===== src/rtl/drive_json_pkg.sv =====
// Shared types, ASCII codes and sizing helpers for the JSON drive-frame serializer.
package drive_json_pkg;

    typedef enum logic [1:0] {
        IDLE,
        CONVERT,
        EMIT
    } state_t;

    localparam logic [7:0] LBRACE = 8'h7B;
    localparam logic [7:0] RBRACE = 8'h7D;
    localparam logic [7:0] QUOTE  = 8'h22;
    localparam logic [7:0] COLON  = 8'h3A;
    localparam logic [7:0] COMMA  = 8'h2C;
    localparam logic [7:0] MINUS  = 8'h2D;
    localparam logic [7:0] DOT    = 8'h2E;
    localparam logic [7:0] LF     = 8'h0A;
    localparam logic [7:0] ZERO   = 8'h30;

    function automatic int pow10(input int n);
        int r;
        r = 1;
        for (int i = 0; i < n; i++) begin
            r = r * 10;
        end
        return r;
    endfunction

    // Bytes in one frame: fixed text plus two "i." fields and their fraction digits.
    function automatic int frame_len(input int frac_digits, input int n_minus);
        return 22 + 2 * frac_digits + n_minus;
    endfunction

endpackage


===== src/rtl/bin2bcd_seq.sv =====
// Sequential double-dabble: converts IN_W bits to DIGITS BCD digits in IN_W clocks after start.
module bin2bcd_seq #(
    parameter int IN_W   = 8,
    parameter int DIGITS = 2
) (
    input  logic                  clk,
    input  logic                  rst,
    input  logic                  start,
    input  logic [IN_W-1:0]       bin,
    output logic                  done,
    output logic [4*DIGITS-1:0]   bcd
);

    localparam int CNT_W = $clog2(IN_W + 1);

    logic [IN_W-1:0]     sh_q, sh_d;
    logic [4*DIGITS-1:0] bcd_q, bcd_d, adj;
    logic [CNT_W-1:0]    cnt_q, cnt_d;

    always_comb begin
        sh_d  = sh_q;
        bcd_d = bcd_q;
        cnt_d = cnt_q;
        adj   = bcd_q;
        for (int d = 0; d < DIGITS; d++) begin
            if (adj[4*d +: 4] >= 4'd5) begin
                adj[4*d +: 4] = adj[4*d +: 4] + 4'd3;
            end
        end
        if (start) begin
            sh_d  = bin;
            bcd_d = '0;
            cnt_d = '0;
        end else if (cnt_q != CNT_W'(IN_W)) begin
            bcd_d = (4*DIGITS)'({adj, sh_q[IN_W-1]});
            sh_d  = sh_q << 1;
            cnt_d = cnt_q + CNT_W'(1);
        end
    end

    always_ff @(posedge clk or posedge rst) begin
        if (rst) begin
            cnt_q <= CNT_W'(IN_W);
        end else begin
            cnt_q <= cnt_d;
        end
    end

    always_ff @(posedge clk) begin
        sh_q  <= sh_d;
        bcd_q <= bcd_d;
    end

    assign done = (cnt_q == CNT_W'(IN_W));
    assign bcd  = bcd_q;

endmodule


===== src/rtl/drive_json_framer.sv =====
// Serializes two signed wheel speeds into {"T":t,"L":x.y,"R":x.y}\n over a valid/ready byte stream.
// Optional periodic resend is compiled in with `define DRIVE_HEARTBEAT_EN.
module drive_json_framer
    import drive_json_pkg::*;
#(
    parameter int SPD_W            = 8,
    parameter int FRAC_DIGITS      = 1,
    parameter int CMD_TYPE         = 1,
    parameter int HEARTBEAT_CYCLES = 1_562_500
) (
    input  logic             clk,
    input  logic             rst,
    input  logic [SPD_W-1:0] left_spd,
    input  logic [SPD_W-1:0] right_spd,
    input  logic             send_req,
    output logic [7:0]       tx_data,
    output logic             tx_valid,
    input  logic             tx_ready,
    output logic             busy,
    output logic             frame_done,
    output logic             clamped
);

    localparam int FD    = FRAC_DIGITS;
    localparam int BCD_W = 4 * (FD + 1);
    localparam logic [SPD_W-1:0] LIMIT    = SPD_W'(pow10(FD));
    localparam logic [7:0]       CMD_CHAR = ZERO + 8'(CMD_TYPE);
    localparam logic [5:0]       BASE_LAST = 6'(frame_len(FD, 0) - 1);

    if (FD < 1 || FD > 3 || CMD_TYPE < 0 || CMD_TYPE > 9 || HEARTBEAT_CYCLES < 1 ||
        pow10(FD) >= (1 << (SPD_W - 1))) begin : g_param_check
        $error("drive_json_framer: illegal parameter combination");
    end

    state_t           state_q, state_d;
    logic [SPD_W-1:0] snap_l_q, snap_l_d, snap_r_q, snap_r_d;
    logic             neg_l_q, neg_l_d, neg_r_q, neg_r_d;
    logic             pending_q, pending_d;
    logic [5:0]       idx_q, idx_d;
    logic [7:0]       tx_data_q, tx_data_d;
    logic             tx_valid_q, tx_valid_d;
    logic             busy_q, busy_d;
    logic             frame_done_q, frame_done_d;
    logic             clamped_q, clamped_d;

    logic [SPD_W-1:0] raw_l, raw_r, mag_l, mag_r;
    logic             over_l, over_r, trigger, hb_hit;
    logic             conv_done_l, conv_done_r;
    logic [BCD_W-1:0] bcd_l, bcd_r;
    logic [5:0]       last_idx;

    // Absolute value fits SPD_W unsigned bits, so the most negative input is still exact.
    assign raw_l  = left_spd[SPD_W-1]  ? (~left_spd + SPD_W'(1))  : left_spd;
    assign raw_r  = right_spd[SPD_W-1] ? (~right_spd + SPD_W'(1)) : right_spd;
    assign over_l = (raw_l > LIMIT);
    assign over_r = (raw_r > LIMIT);
    assign mag_l  = over_l ? LIMIT : raw_l;
    assign mag_r  = over_r ? LIMIT : raw_r;

    assign trigger = (state_q == IDLE) &&
                     ((left_spd != snap_l_q) || (right_spd != snap_r_q) ||
                      send_req || pending_q || hb_hit);

`ifdef DRIVE_HEARTBEAT_EN
    localparam int HB_W = $clog2(HEARTBEAT_CYCLES) + 1;
    localparam logic [HB_W-1:0] HB_LAST = HB_W'(HEARTBEAT_CYCLES - 1);

    logic [HB_W-1:0] hb_q, hb_d;

    assign hb_hit = (hb_q == HB_LAST);

    always_comb begin
        hb_d = hb_q;
        if (state_q == IDLE) begin
            if (trigger) begin
                hb_d = '0;
            end else if (!hb_hit) begin
                hb_d = hb_q + HB_W'(1);
            end
        end
    end

    always_ff @(posedge clk or posedge rst) begin
        if (rst) begin
            hb_q <= '0;
        end else begin
            hb_q <= hb_d;
        end
    end
`else
    assign hb_hit = 1'b0;
`endif

    bin2bcd_seq #(.IN_W(SPD_W), .DIGITS(FD + 1)) u_bcd_l (
        .clk   (clk),
        .rst   (rst),
        .start (trigger),
        .bin   (mag_l),
        .done  (conv_done_l),
        .bcd   (bcd_l)
    );

    bin2bcd_seq #(.IN_W(SPD_W), .DIGITS(FD + 1)) u_bcd_r (
        .clk   (clk),
        .rst   (rst),
        .start (trigger),
        .bin   (mag_r),
        .done  (conv_done_r),
        .bcd   (bcd_r)
    );

    function automatic logic [7:0] hdr_byte(input logic [5:0] o, input logic [7:0] first,
                                            input logic [7:0] letter);
        logic [7:0] b;
        case (o)
            6'd0:       b = first;
            6'd1, 6'd3: b = QUOTE;
            6'd2:       b = letter;
            default:    b = COLON;
        endcase
        return b;
    endfunction

    // Offset o inside one speed field: optional '-', integer digit, '.', fraction digits.
    function automatic logic [7:0] val_byte(input logic [5:0] o, input logic neg,
                                            input logic [BCD_W-1:0] bcd);
        logic [5:0] p, d;
        logic [3:0] dig;
        logic [7:0] b;
        p   = o - {5'd0, neg};
        d   = (p == 6'd0) ? 6'(FD) : (6'(FD + 1) - p);
        dig = 4'(bcd >> {d, 2'b00});
        if (neg && o == 6'd0) begin
            b = MINUS;
        end else if (p == 6'd1) begin
            b = DOT;
        end else begin
            b = ZERO + {4'd0, dig};
        end
        return b;
    endfunction

    function automatic logic [7:0] frame_byte(input logic [5:0] i, input logic nl, input logic nr,
                                              input logic [BCD_W-1:0] bl,
                                              input logic [BCD_W-1:0] br);
        logic [5:0] r_hdr, r_val, tail;
        logic [7:0] b;
        r_hdr = 6'd11 + 6'(2 + FD) + {5'd0, nl};
        r_val = r_hdr + 6'd5;
        tail  = r_val + 6'(2 + FD) + {5'd0, nr};
        if (i < 6'd5)         b = hdr_byte(i, LBRACE, 8'h54);
        else if (i == 6'd5)   b = CMD_CHAR;
        else if (i < 6'd11)   b = hdr_byte(i - 6'd6, COMMA, 8'h4C);
        else if (i < r_hdr)   b = val_byte(i - 6'd11, nl, bl);
        else if (i < r_val)   b = hdr_byte(i - r_hdr, COMMA, 8'h52);
        else if (i < tail)    b = val_byte(i - r_val, nr, br);
        else if (i == tail)   b = RBRACE;
        else                  b = LF;
        return b;
    endfunction

    assign last_idx = BASE_LAST + {5'd0, neg_l_q} + {5'd0, neg_r_q};

    always_comb begin
        state_d      = state_q;
        snap_l_d     = snap_l_q;
        snap_r_d     = snap_r_q;
        neg_l_d      = neg_l_q;
        neg_r_d      = neg_r_q;
        pending_d    = pending_q;
        idx_d        = idx_q;
        tx_data_d    = tx_data_q;
        tx_valid_d   = tx_valid_q;
        frame_done_d = 1'b0;
        clamped_d    = 1'b0;

        if (send_req && state_q != IDLE) begin
            pending_d = 1'b1;
        end

        case (state_q)
            IDLE: begin
                if (trigger) begin
                    snap_l_d  = left_spd;
                    snap_r_d  = right_spd;
                    neg_l_d   = left_spd[SPD_W-1] && (mag_l != '0);
                    neg_r_d   = right_spd[SPD_W-1] && (mag_r != '0);
                    clamped_d = over_l || over_r;
                    pending_d = 1'b0;
                    state_d   = CONVERT;
                end
            end
            CONVERT: begin
                if (conv_done_l && conv_done_r) begin
                    state_d    = EMIT;
                    idx_d      = '0;
                    tx_valid_d = 1'b1;
                    tx_data_d  = LBRACE;
                end
            end
            EMIT: begin
                if (tx_valid_q && tx_ready) begin
                    if (idx_q == last_idx) begin
                        tx_valid_d   = 1'b0;
                        frame_done_d = 1'b1;
                        state_d      = IDLE;
                    end else begin
                        idx_d     = idx_q + 6'd1;
                        tx_data_d = frame_byte(idx_q + 6'd1, neg_l_q, neg_r_q, bcd_l, bcd_r);
                    end
                end
            end
            default: state_d = IDLE;
        endcase

        busy_d = (state_d != IDLE);
    end

    always_ff @(posedge clk or posedge rst) begin
        if (rst) begin
            state_q      <= IDLE;
            snap_l_q     <= '0;
            snap_r_q     <= '0;
            neg_l_q      <= 1'b0;
            neg_r_q      <= 1'b0;
            pending_q    <= 1'b0;
            idx_q        <= '0;
            tx_data_q    <= '0;
            tx_valid_q   <= 1'b0;
            busy_q       <= 1'b0;
            frame_done_q <= 1'b0;
            clamped_q    <= 1'b0;
        end else begin
            state_q      <= state_d;
            snap_l_q     <= snap_l_d;
            snap_r_q     <= snap_r_d;
            neg_l_q      <= neg_l_d;
            neg_r_q      <= neg_r_d;
            pending_q    <= pending_d;
            idx_q        <= idx_d;
            tx_data_q    <= tx_data_d;
            tx_valid_q   <= tx_valid_d;
            busy_q       <= busy_d;
            frame_done_q <= frame_done_d;
            clamped_q    <= clamped_d;
        end
    end

    assign tx_data    = tx_data_q;
    assign tx_valid   = tx_valid_q;
    assign busy       = busy_q;
    assign frame_done = frame_done_q;
    assign clamped    = clamped_q;

endmodule


===== config.mk =====
export PLATFORM = sky130hd
export DESIGN_NAME = drive_json_framer
export DESIGN_NICKNAME = d
export VERILOG_FILES = /design/src/rtl/drive_json_pkg.sv /design/src/rtl/bin2bcd_seq.sv /design/src/rtl/drive_json_framer.sv
export SDC_FILE = /design/constraint.sdc
export NUM_CORES = 1
export LEC_CHECK = 0
export ABC_CLOCK_PERIOD_IN_PS = 5800
export CELL_PAD_IN_SITES_DETAIL_PLACEMENT = 1
export CELL_PAD_IN_SITES_GLOBAL_PLACEMENT = 1
export CORE_ASPECT_RATIO = 1.5
export CORE_UTILIZATION = 30
export CTS_BUF_LIST = sky130_fd_sc_hd__clkbuf_8
export CTS_CLUSTER_DIAMETER = 40
export CTS_CLUSTER_SIZE = 16
export DETAILED_ROUTE_END_ITERATION = 8
export HOLD_SLACK_MARGIN = 0.1
export PLACE_DENSITY_LB_ADDON = 0.1
export SETUP_SLACK_MARGIN = 0.3
export SLEW_MARGIN = 5
export SYNTH_ARGS = -nofsm -noshare
export SYNTH_HDL_FRONTEND = slang
export SYNTH_SLANG_ARGS = --single-unit
export TNS_END_PERCENT = 50

===== constraint.sdc =====
create_clock -name clk -period 5.8 [get_ports clk]
set_clock_uncertainty 0.1 [all_clocks]
set_input_delay 1.74 -clock clk [delete_from_list [all_inputs] [get_ports clk]]
set_output_delay 1.74 -clock clk [all_outputs]
set_load 0.02 [all_outputs]

======== Word level (Yosys, flattened, before mapping) ========
Cells that the tools add are included.
W data, S select, Z words.
cells by class
  $add $sub $neg .......................... 25
  order comparisons ....................... 11
  eq/ne operators ......................... 26
  shifts and indexed selects .............. 2
  multiplexer cells ....................... 57
  bitwise operators ....................... 2
  reductions and logical operators ........ 33
operators by type and width
  kind                   number
  $mux W8                17
  $pmux W7 S3            3
  $logic_not A6 Y1       7
  $eq A6 B2 Y1 const B   6
  $mux W7                5
  $eq A6 B1 Y1 const B   5
  $mux W6                5
  $mux W4                6
  $add A8 B1 Y8 const B  2
  $ge A4 B3 Y1 const B   4
  $gt A8 B4 Y1 const B   2
  $ne A8 B8 Y1           2
  $not A8 Y8             2
  $pmux W8 S2            1
  $reduce_bool A8 Y1     2
  $shr A8 B8 Y4          2
  $add A6 B4 Y7 const A  2
  $add A6 B1 Y6          2
  $eq A6 B6 Y1           2
  $lt A6 B6 Y1           2
  $pmux W6 S2            1
  $sub A2 B6 Y6 const A  2
  $sub A6 B1 Y6          2
  $mux W1                11
  other kinds (32)       61
word-level totals
  flip-flop bits (word level) ............. 79
  bits of input ports ..................... 20
  output and inout port bits .............. 12
  logic and storage cells ................. 174

======== Logic depth before layout (Yosys ltp) ========
  depth in word-level cells ............... 19
  mapped depth ............................ 15
  depth with buffers taken out ............ 14

======== Modules after synthesis ========
From an unflattened synthesis, not the netlist that was laid out.
second synthesis, totals
  cell total of the unflattened synthesis .. 757
  area total of the unflattened synthesis .. 6434.9 sq um
modules (own cells, without submodules)
  module             times used  cells each  area each (sq um)  sequential area each (sq um)
  drive_json_framer  1           553         4337.9             950.9
  bin2bcd_seq        2           102         1048.5             501.7

======== Worst setup path before layout ========
Ideal clock, no wire load.
  path kind ............................... input to register
  from .................................... in left_spd[2]
  to ...................................... reg neg_l_q
  data arrival time ....................... 3911 ps
  setup slack ............................. 1655 ps
  stages .................................. 10
  buffers on the path ..................... 1
  cell sequence ........................... clkbuf_1 -> nor2_1 -> nand2_1 -> o21ai_0 -> xor2_1 -> a21oi_1 -> a2111oi_0 -> nand2_1 -> o41ai_1 -> o21ai_0
between the ends
  longest elaborated chain between the ends .. 7
ends and longest elaborated chain
  element                 RTL line                  text
  start: declaration      drive_json_framer.sv:13   input logic [SPD_W-1:0] left_spd,
  $not A8 Y8              drive_json_framer.sv:53   assign raw_l = left_spd[SPD_W-1] ? (~left_spd + SPD_W'(1)) : left_spd;
  $add A8 B1 Y8           drive_json_framer.sv:53
  $mux W8                 drive_json_framer.sv:53
  $gt A8 B4 Y1            drive_json_framer.sv:55   assign over_l = (raw_l > LIMIT);
  $mux W8                 drive_json_framer.sv:57   assign mag_l = over_l ? LIMIT : raw_l;
  $reduce_bool A8 Y1      drive_json_framer.sv:186  neg_l_d = left_spd[SPD_W-1] && (mag_l != '0);
  $logic_and A1 B1 Y1     drive_json_framer.sv:186
  end signal: assignment  drive_json_framer.sv:237  neg_l_q <= neg_l_d;
  end: declaration        drive_json_framer.sv:37   logic neg_l_q, neg_l_d, neg_r_q, neg_r_d;
Several ways; a longest one is shown, not always the timed one.
A chain may end at the register's enable or synchronous reset.

======== Worst setup path after layout ========
  from .................................... reg idx_q[0]
  to ...................................... reg tx_data_q[3] (netlist: tx_data[3])
between the ends
  longest elaborated chain between the ends .. 18
ends and longest elaborated chain
  element                                            RTL line                  text
  start: declaration                                 drive_json_framer.sv:39   logic [5:0] idx_q, idx_d;
  start signal: assignment                           drive_json_framer.sv:240  idx_q <= idx_d;
  $add A6 B1 Y6                                      drive_json_framer.sv:209  tx_data_d = frame_byte(idx_q + 6'd1, neg_l_q, neg_r_q, bcd_l, bcd_r);
  $sub A6 B6 Y6                                      drive_json_framer.sv:156  else if (i < tail) b = val_byte(i - r_val, nr, br);
  $sub A6 B1 Y6                                      drive_json_framer.sv:130  p = o - {5'd0, neg};
  $sub A2 B6 Y6 or $logic_not A6 Y1 (tied branches)  drive_json_framer.sv:131  d = (p == 6'd0) ? 6'(FD) : (6'(FD + 1) - p);
  $mux W6                                            drive_json_framer.sv:131
  $shr A8 B8 Y4                                      drive_json_framer.sv:132  dig = 4'(bcd >> {d, 2'b00});
  $add A6 B4 Y7                                      drive_json_framer.sv:138  b = ZERO + {4'd0, dig};
  $mux W7                                            drive_json_framer.sv:135  end else if (p == 6'd1) begin
  (+2 left out)                                      -
  $mux W8                                            drive_json_framer.sv:155  else if (i < r_val) b = hdr_byte(i - r_hdr, COMMA, 8'h52);
  $mux W8                                            drive_json_framer.sv:154  else if (i < r_hdr) b = val_byte(i - 6'd11, nl, bl);
  $mux W8                                            drive_json_framer.sv:153  else if (i < 6'd11) b = hdr_byte(i - 6'd6, COMMA, 8'h4C);
  $mux W8                                            drive_json_framer.sv:152  else if (i == 6'd5) b = CMD_CHAR;
  $mux W8                                            drive_json_framer.sv:151  if (i < 6'd5) b = hdr_byte(i, LBRACE, 8'h54);
  $mux W8                                            drive_json_framer.sv:203  if (idx_q == last_idx) begin
  $mux W8                                            drive_json_framer.sv:202  if (tx_valid_q && tx_ready) begin
  $pmux W8 S2                                        drive_json_framer.sv:181  case (state_q)
  end signal: assignment                             drive_json_framer.sv:241  tx_data_q <= tx_data_d;
  end: declaration                                   drive_json_framer.sv:40   logic [7:0] tx_data_q, tx_data_d;
Several ways; a longest one is shown, not always the timed one. The select of a mux whose other input is x is not followed.

==> results.md <==
- Worst slew margin relative to its limit: 0.419
- Source-to-sink clock delay at the later pin of the worst-skew pair: roughly 0.35 ns
- Port Buf Inserts: 30
- Final slew viol count: 0
- Count of flip-flops with a built-in enable after synthesis: 16
- Per-cell routed wire length: 18.3 um
- Total Die Area: 20300 um2
- Met3 routing resource usage after global routing: 0.0192
- Count of max-cap constraint violations: 0
- Starting density of the core: 0.307
- RSZ-0062 raised after global routing: false
- Maximum number of pins on one net before global-route repair: 40
- Hold Path Class: register to register
- Power per standard cell area: 614 nW/um2
- Clock root buffer master: clkbuf_8
- Slowest cell on the critical path: dfrtp_1
- Status: finished clean
- Peak Freq: ~210 MHz
- Crit path required time: 5.91 ns
- Final critical path time including I/O delays and setup: 4.69 ns
- CP peak stage delay: slightly above 0.5 ns
- CP dominant cell by count: inv_1
- Die extent in y: 174 um
- Via count of the first global-routing pass: approximately 5600
- Std-Cell Rows: 62
- TritonCTS clock tree: built
- Gp weighted congestion: 0.837
- Met1 demand-to-capacity share in global routing: 0.200
- Yosys warnings: 0
- Worst path cell trace: buf_4 > inv_1 > ha_1 > inv_1 > fa_1 > xor2_1 > nand2_1 > or4_4 > and4_4 > or2_4 > and4_1 > a21o_1 > a221oi_1 > o22ai_1
- Remaining routing DRC violations: 0
- N_diodes: 0
- Transition at the pin with the smallest max-transition slack: 0.869 ns
- Number of placed I/O pins: 32
- Number of detailed-route iterations in the first pass: 4
- Power consumption: around 4.1 mW
- Hold_buf cts: 0
- Antenna violations before repair: 0
- Vias per cell: approximately 5.2
- Cell area after synthesis: between 5000 and 6000 um2
- Number of CTS-inserted buffers: 9
- Syn Area/Cell: 8.51 um2
- Antenna Nets Post-Route: 0
- Crit path capture type: register
- Maximum vdd ir drop: 0.161 mV
- Number of library cell types mapped by synthesis: 80
- Total nets after synthesis: roughly 760
- Worst Path Max Fanout: 12
- Critical Path Source Type: register
- Library cell occupying the most area in the post-synthesis netlist: dfrtp_1
- Most common cell in the netlist: nand2_1
- Met2 Use GR: 0.366
- Total number of vias: 5093
- Final number of setup-violating endpoints: 0
- Setup Slack @ Placement: 0.809 ns
- Biggest area contributors in the synthesized netlist: dfrtp_1 (19%), ha_1 (9.7%), edfxtp_1 (8.1%)
- Max Root-Sink Buffers: 2
- Worst Setup Path Type: register to register
- DIE WIDTH: 117 um
- Final hold violation count: 0
- Initial detailed-routing violation count: about 180
- Share of flip-flops with an asynchronous set or reset after synthesis: 0.590
- Global-route wire length before repair: 29.6 mm
- Clock net sink count: 78
- Flop-to-flop setup slack: 1.11 ns
- Total negative slack: 0 ns
- Estimated wirelength of the detail-placed design: 14.3 mm
- Worst hold slack: 0.408 ns
- Core region area: 19200 um2
- Data arrival time of the worst path: 4.80 ns
- Total wire length after detailed routing: 18.0 mm
- Main synth FF type: dfrtp_1
- Seq cells post-synth: between 70 and 80
- Clk pin slew, worst setup/hold paths: 0.09 ns
- Leftover overflow at the end of global routing: 0
- Part of the cycle the worst path needs: 0.809
- Leading post-synthesis cells by instance count: nand2_1 (98), nor2_1 (62), ha_1 (46), o21ai_0 (46), dfrtp_1 (44)
- Final Core Density: 0.351
- Number of buffers inserted by post-CTS setup repair: 0
- Total number of H-tree levels: 3
- Reported leakage power: approximately 2.8 nW
- Cells after synthesis: 695
- GR peak layer: met2
- Fraction of final layout cells sized beyond drive strength 1: 0.0800
- Resize count post-CTS: 0
- Share of synthesized area occupied by flip-flops and latches: 0.331
- Signed area change from the synthesized netlist to the final layout: 14.2%
- Net count, final: 787
- Area share of the leading cell type in the synthesized netlist: 0.186
- Overall routing resource usage: 0.190
- Worst path setup slack after routing: 1.11 ns
## power breakdown
part           leakage [nW]  total, mW  switching, mW  internal [mW]
clock                 0.124      0.520          0.219          0.301
sequential            0.864       1.06          0.257          0.806
combinational          1.84       2.56           1.48           1.08
total                  2.83       4.14           1.96           2.18
## worst paths after layout
check	startpoint	endpoint	cells past startpoint
worst min-delay path	snap_r_q[4]	snap_r_q[4]	2
worst max register to register	idx_q[0]	tx_data[3]	14
max in group asynchronous	rst	u_bcd_l.cnt_q[3]	3
min in group asynchronous	rst	idx_q[1]	2
worst max-delay path	idx_q[0]	tx_data[3]	14
worst min register to register	snap_r_q[4]	snap_r_q[4]	2
## sequential cells by signal, summed over array words and instances (netlist names), 2 cells and up
name / flops
state_q: 2
u_bcd_l.cnt_q: 4
u_bcd_l.bcd: 8
u_bcd_r.cnt_q: 4
idx_q: 6
tx_data: 7
u_bcd_r.bcd: 8
u_bcd_l.sh_q: 8
snap_l_q: 8
snap_r_q: 8
u_bcd_r.sh_q: 8
## area by class of cell
cell class	instances	area (um2)
Fill cell	2341	12500
Clock inverter	6	115
Clock buffer	10	138
Multi-Input combinational cell	550	3680
Timing Repair Buffer	41	383
Sequential cell	78	1950
Inverter	40	155
Tap cell	256	320
## placed cells by master (no fill, tap or decap), drive strengths merged, types with 22 or more instances in the layout
cell type / instances
nand2: 99
nor2: 62
o21ai: 48
ha: 46
dfrtp: 44
a21oi: 43
inv: 42
clkdlybuf4s50: 30
xor2: 24
nand3: 22
xnor2: 22
## stage by stage
stage                     instances  area, um2
after floorplan                 695       5910
after global placement          965       6500
after detailed placement        965       6500
after CTS                       981       6750
after global routing            981       6750
final                           981       6750
## worst max-delay path: cells and delay by family (launching register included)
kind / cells / cell delay (ns)
buffers and inverters: 3 / 0.57
AO/OA/AOI/OAI: 3 / 0.82
flip-flops: 1 / 0.51
adder cells (fa/ha/maj): 2 / 0.92
XOR/XNOR: 1 / 0.39
AND/OR/NAND/NOR: 5 / 1.24
## cell families after synthesis
| group | count (synthesis) | share of synthesized area |
|---|---|---|
| AND/OR/NAND/NOR | 273 | 0.226 |
| AO/OA/AOI/OAI | 166 | 0.187 |
| flip-flops | 78 | 0.331 |
| buffers and inverters | 67 | 0.0470 |
| adder cells (fa/ha/maj) | 50 | 0.106 |
| XOR/XNOR | 49 | 0.0840 |
| multiplexers | 11 | 0.0195 |
| other | 1 | 0.000634 |
## per-layer routing
metal  wire [um]  part of all wire
met1        6780              0.38
met2       10200              0.57
met3         259             0.014
met4         762             0.042
met5           0                 0
Power figures use the tool's default switching activity.
